===== config.mk =====
export PLATFORM = sky130hd
export DESIGN_NAME = demux8_deserializer
export DESIGN_NICKNAME = d
export VERILOG_FILES = /design/src/rtl/demux8_deserializer.sv
export SDC_FILE = /design/constraint.sdc
export NUM_CORES = 1
export LEC_CHECK = 0
export CAP_MARGIN = 20
export CORE_MARGIN = 3
export CORE_UTILIZATION = 43
export CTS_CLUSTER_DIAMETER = 50
export DETAILED_ROUTE_END_ITERATION = 6
export PLACE_DENSITY = 0.78
export SLEW_MARGIN = 20
export SYNTH_ARGS = -nofsm -noshare
export SYNTH_HDL_FRONTEND = slang
export SYNTH_SLANG_ARGS = --single-unit

===== constraint.sdc =====
create_clock -name clk -period 1.47 [get_ports clk]
set_input_delay 0.294 -clock clk [delete_from_list [all_inputs] [get_ports clk]]
set_output_delay 0.294 -clock clk [all_outputs]
set_load 0.02 [all_outputs]

===== src/rtl/demux8_deserializer.sv =====
// Sequenced 1-to-LANES demultiplexer: rebuilds a framed serial stream into a
// parallel lane vector and offers it with a valid/ready handshake.
module demux8_deserializer #(
  parameter int LANES = 8,
  parameter int SEL_W = $clog2(LANES)
) (
  input  logic             clk,
  input  logic             rst,
  input  logic             in_bit,
  input  logic             in_valid,
  input  logic             in_sync,
  output logic             in_ready,
  output logic [LANES-1:0] out_lanes,
  output logic             out_valid,
  input  logic             out_ready,
  output logic [SEL_W-1:0] sel,
  output logic             frame_err
);

  typedef enum logic [1:0] {
    IDLE    = 2'd0,
    COLLECT = 2'd1,
    HOLD    = 2'd2
  } state_t;

  state_t           state_reg;
  logic [SEL_W-1:0] sel_reg;
  logic [LANES-1:0] lanes_reg;
  logic [LANES-1:0] lanes_next;
  logic             in_ready_reg;
  logic             out_valid_reg;
  logic             frame_err_reg;

  logic accept;
  logic frame_start;
  logic lane_write;

  // in_ready_reg is low only in HOLD, so accept already excludes that state
  assign accept      = in_valid & in_ready_reg;
  assign frame_start = accept & in_sync;
  assign lane_write  = accept & ~in_sync & (state_reg == COLLECT);

  // Per-lane next value: a frame start loads lane 0 and clears the rest;
  // otherwise only the lane addressed by sel may change.
  genvar gi;
  generate
    for (gi = 0; gi < LANES; gi++) begin : g_lane
      if (gi == 0) begin : g_first
        assign lanes_next[gi] = frame_start ? in_bit :
                                (lane_write && sel_reg == SEL_W'(gi)) ? in_bit :
                                lanes_reg[gi];
      end else begin : g_rest
        assign lanes_next[gi] = frame_start ? 1'b0 :
                                (lane_write && sel_reg == SEL_W'(gi)) ? in_bit :
                                lanes_reg[gi];
      end
    end
  endgenerate

  always_ff @(posedge clk) begin
    if (rst) begin
      lanes_reg <= '0;
    end else begin
      lanes_reg <= lanes_next;
    end
  end

  always_ff @(posedge clk) begin
    if (rst) begin
      state_reg     <= IDLE;
      sel_reg       <= '0;
      in_ready_reg  <= 1'b1;
      out_valid_reg <= 1'b0;
      frame_err_reg <= 1'b0;
    end else begin
      frame_err_reg <= 1'b0;
      case (state_reg)
        IDLE: begin
          if (accept) begin
            if (in_sync) begin
              sel_reg   <= SEL_W'(1);
              state_reg <= COLLECT;
            end else begin
              frame_err_reg <= 1'b1;
            end
          end
        end
        COLLECT: begin
          if (accept) begin
            if (in_sync) begin
              frame_err_reg <= 1'b1;
              sel_reg       <= SEL_W'(1);
            end else begin
              // LANES is a power of two, so the increment wraps to 0 on the last lane
              sel_reg <= sel_reg + SEL_W'(1);
              if (sel_reg == SEL_W'(LANES - 1)) begin
                state_reg     <= HOLD;
                in_ready_reg  <= 1'b0;
                out_valid_reg <= 1'b1;
              end
            end
          end
        end
        HOLD: begin
          if (out_ready) begin
            state_reg     <= IDLE;
            in_ready_reg  <= 1'b1;
            out_valid_reg <= 1'b0;
          end
        end
        default: begin
          state_reg     <= IDLE;
          sel_reg       <= '0;
          in_ready_reg  <= 1'b1;
          out_valid_reg <= 1'b0;
        end
      endcase
    end
  end

  assign in_ready  = in_ready_reg;
  assign out_lanes = lanes_reg;
  assign out_valid = out_valid_reg;
  assign sel       = sel_reg;
  assign frame_err = frame_err_reg;

endmodule


# == After elaboration in Yosys (flattened, before gate mapping) ==
# Index checks and enable logic that the tools add are counted.
# W data, S select, Z words.
# classes
bitwise,7
muxes,29
n_eq_ne,15
n_reduce_logical,15
addsub,1
# op_table
op,n
$mux W1,14
$eq A3 B3 Y1 const B,4
$mux W2,6
$mux W3,4
$ne A2 B2 Y1 const B,5
$pmux W3 S3,1
$logic_and A1 B1 Y1,8
$eq A3 B2 Y1 const B,2
$pmux W1 S3,2
$pmux W2 S3,1
$reduce_and A6 Y1,1
$reduce_and A5 Y1,1
$and A1 B1 Y1,4
$reduce_and A4 Y1,1
$add A3 B1 Y3 const B,1
$eq A3 B1 Y1 const B,1
$logic_not A3 Y1,1
$not A1 Y1,3
$eq A2 B1 Y1 const B,1
$eq A2 B2 Y1 const B,1
$logic_not A2 Y1,1
$ne A2 B1 Y1 const B,1
$pmux W1 S2,1
$reduce_bool A2 Y1,1
$reduce_or A2 Y1,1
# word_totals
word_cells,80
out_inout_bits,14
inputBits,6
register_bits,16

# == Depth between registers and ports, before layout ==
# logic_depth
word_depth,6
depth_mapped,6
ltp_nobuf,6

# == Least setup slack after synthesis ==
# No wires, ideal clock.
# synth_path
path_kind,reg-to-reg
from,"register sel_reg[2], in the netlist sel[2]"
to,"register sel_reg[2], in the netlist sel[2]"
path_stages_with_launch,6
n_path_buf,1
t_required_ns,1.399
path_slack_ns,-0.155
arrival_ns,1.554
setup_ns,0.071
path_cell_list,dfxtp_1 -> clkbuf_1 -> inv_1 -> ha_1 -> or3b_1 -> a21oi_1
# synth_via
elab_chain_len,4
# synth_rtl
element,line_no,source
start: declaration,27,logic [SEL_W-1:0] sel_reg;
start signal: assignment,95,sel_reg <= sel_reg + SEL_W'(1);
$add A3 B1 Y3,95,
$mux W3,90,if (in_sync) begin
$mux W3,89,if (accept) begin
$pmux W3 S3,77,case (state_reg)
# No other way between the ends. The select of a mux whose other input is x is not followed.
# A chain may end at the register's enable or synchronous reset.

# == Final worst setup path ==
# layout_path
from,input in_valid
to,"register lanes_reg[4], in the netlist out_lanes[4]"
# layout_via
elab_chain_len,4
elab_cells_between_ends,6
# layout_rtl
element,line_no,source
start: declaration,10,"input logic in_valid,"
$and A1 B1 Y1 *,39,assign accept = in_valid & in_ready_reg;
$and A1 B1 Y1 (2 in series),41,assign lane_write = accept & ~in_sync & (state_reg == COLLECT);
$logic_and A1 B1 Y1,54,(lane_write && sel_reg == SEL_W'(gi)) ? in_bit :
end signal: assignment,64,lanes_reg <= lanes_next;
end: declaration,28,logic [LANES-1:0] lanes_reg;
# Every way passes the cells marked *; elsewhere a longest branch is shown, timed or not.

==> results.md <==
* Worst skew pair latency at 290 ps
* CTS H-tree depth at 1
* # clock sinks at 16
* Area of the multi-input gates at between 400 and 500 um^2
* Synth Register Bits at 16
* Crit-path max FO at 9
* DR vias at 781
* Seq/Total Area, Yosys at 38.8%
* Number of buffers created by CTS at 3
* Layout cells sized above 1 at ~21%
* Critical path arrival at 1620 ps
* Worst slew margin at about 80%
* CP Launch Type: input port
* Setup TNS at 0 ps
* Max FFs per register at 8
* Sequential cell area at about 330 um^2
* Synth Instances at between 90 and 100
* Core ar. at 1760 um^2
* Most common cell after layout, fill and taps aside: dlygate4sd2_1
* First-pass GRT wire length at between 2000 and 3000 um
* # hold bufs at CTS at 0
* Synth Area per Inst at roughly 8.5 um^2
* Overall power at 861 uW
* Worst hold-check path type: flip-flop to flip-flop
* Placement Cell Area at about 1100 um^2
* Most frequent cells in the layout: dlygate4sd2_1, nand2_1, dfxtp_1
* Final ANT Viol Nets at 0
* Asr flop ratio synth at 0%
* First-pass DRT Iterations at 4
* Starting DRT DRC Count at 8
* Rows at 15
* Most used DFF post-synth: dfxtp_1
* Max Fclk at a little over 0.7 GHz
* Max_cap viols at 0
* Final instance area at around 1200 um^2
* Via-per-instance ratio at approximately 5.2
* GP Congestion at about 0.84
* Leakage power total at about 0.00051 uW
* Largest net degree at the start of global routing at 12
* Antenna diodes at 0
* Slowest CP cell: clkdlybuf4s50_1
* Syn_nets at around 110
* GRT Util Overall at 15.9%
* Area Overhead vs Synth at 40.8%
* DP HPWL at around 1500 um
* Vias in the first global route at ~720
* CP most frequent cell: and2_1
* Nets at approximately 140
* Met1 track demand over resource at between 15 and 20%
* Critical path type: input port to flip-flop
* Die footprint at approximately 2500 um^2
* Worst IR drop on VDD at 630 uV
* Setup Skew at about 4.4 ps
* RSZ-0062 raised after global routing: no
* Final period util at between 90% and 100%
* Crit path largest cell delay at about 490 ps
* Outcome: completed
* Clock buffer depth at 2
* Clock slew at reported path FFs at about 100 ps
* GR Util met3 at about 4.2%
* Antenna violations before repair at 0
* Layout fillers at between 150 and 200
* Post-synth EDFFs at 0
* Wire length per cell at roughly 12 um
* Tmin final at roughly 1400 ps
* Die X at 49.8 um
* Slew @ Worst Pin at roughly 270 ps
* Number of setup violations in the final report at 0
* Slew Viols, Final at 0
* GR peak layer: met2
* Distinct cells, synth at 29
* Mapped cell area at 826 um^2
* Crit path cell chain: clkdlybuf4s50_1, and2_1, buf_4, and2_1, nand4_1, a21oi_1
* # DRC at 0
* Die H at approximately 50 um
* Final hold violation count at 0
* Root buf cell: clkbuf_4
* GRT overflow at 0
* Initial Utilization at a little under half
* Crit end category: flip-flop
* TritonCTS clock tree: built
* PD cells at about 740 nW/um^2
* Warnings from Yosys at 0
* Final wirelength at between 1500 and 2000 um
* GR met2 Demand/Resource at between 20% and 30%
* WP data required at around 1700 ps
* Fin Hold WS at 459 ps
* I/O Pins at 20
* Port bufs at 19
final cells by class:
class / count / area share, %
multi-input cells: 70 / 42.1
inverters: 5 / 1.61
flip-flops and latches: 16 / 28.3
repair buffers: 30 / 22.2
clock buffers: 4 / 3.12
well taps: 25 / 2.69
through the flow:
stage	util, %	setup WS (ps)	cells
2_1_floorplan	-	8.69	97
3_3_place_gp	62.8	-227	146
3_5_place_dp	62.8	-303	146
4_1_cts	64.1	3.66	150
5_1_grt	65.9	1.90	150
6_report	65.9	67.9	150
synth_stat cells, types with 2 or more instances:
cell	count	area, um^2
a21oi_1	11	55.1
and2_1	2	12.5
buf_2	2	10.0
clkbuf_1	2	7.51
dfxtp_1	16	320
ha_1	6	75.1
inv_1	5	18.8
mux2i_1	3	30.0
nand2_1	13	48.8
nand3_1	5	25.0
nand4_1	5	31.3
nor2_1	6	22.5
o21ai_0	5	25.0
metal layers:
layer	part of all wire [%]	vias up
met1	45	359
met5	0	-
met2	50	17
met3	3.3	6
li1	-	399
met4	1.7	0
worst paths after layout:
kind | cells after the start | slack, ps | end | start
setup reg to reg | 4 | 100 | sel[2] | sel[2]
hold reg to reg | 2 | 460 | out_valid | out_valid
hold / removal | 2 | 460 | out_valid | out_valid
setup / recovery | 6 | 70 | out_lanes[4] | in_valid
where the power goes:
part	internal [uW]	switching [uW]	total [uW]	leakage [uW]
clock network	151	141	292	0.0000210
logic	61.8	60.4	122	0.000357
registers	439	8.32	447	0.000132
total	651	210	861	0.000510
timing repair:
action	CTS	global route
gates resized for setup	16	6
cloned	0	0
endpoints found under the hold margin	0	0
setup buffers	0	0
endpoints found under the setup margin	15	4
cell families after synthesis:
kind of cell / after synthesis / synth area share (%)
AO/OA/AOI/OAI: 22 / 16.4
XOR/XNOR: 1 / 1.06
adder cells (fa/ha/maj): 6 / 9.09
buffers and inverters: 11 / 5.76
flip-flops: 16 / 38.8
multiplexers: 4 / 5.00
AND/OR/NAND/NOR: 37 / 23.9
critical path, delay by kind of cell:
family                 cells  cell delay (ps)
AOI/OAI and AO/OA          1              160
buffers and inverters      2              650
and+or+nand+nor            3              510
Note: power is estimated with default switching activity, not from simulation.
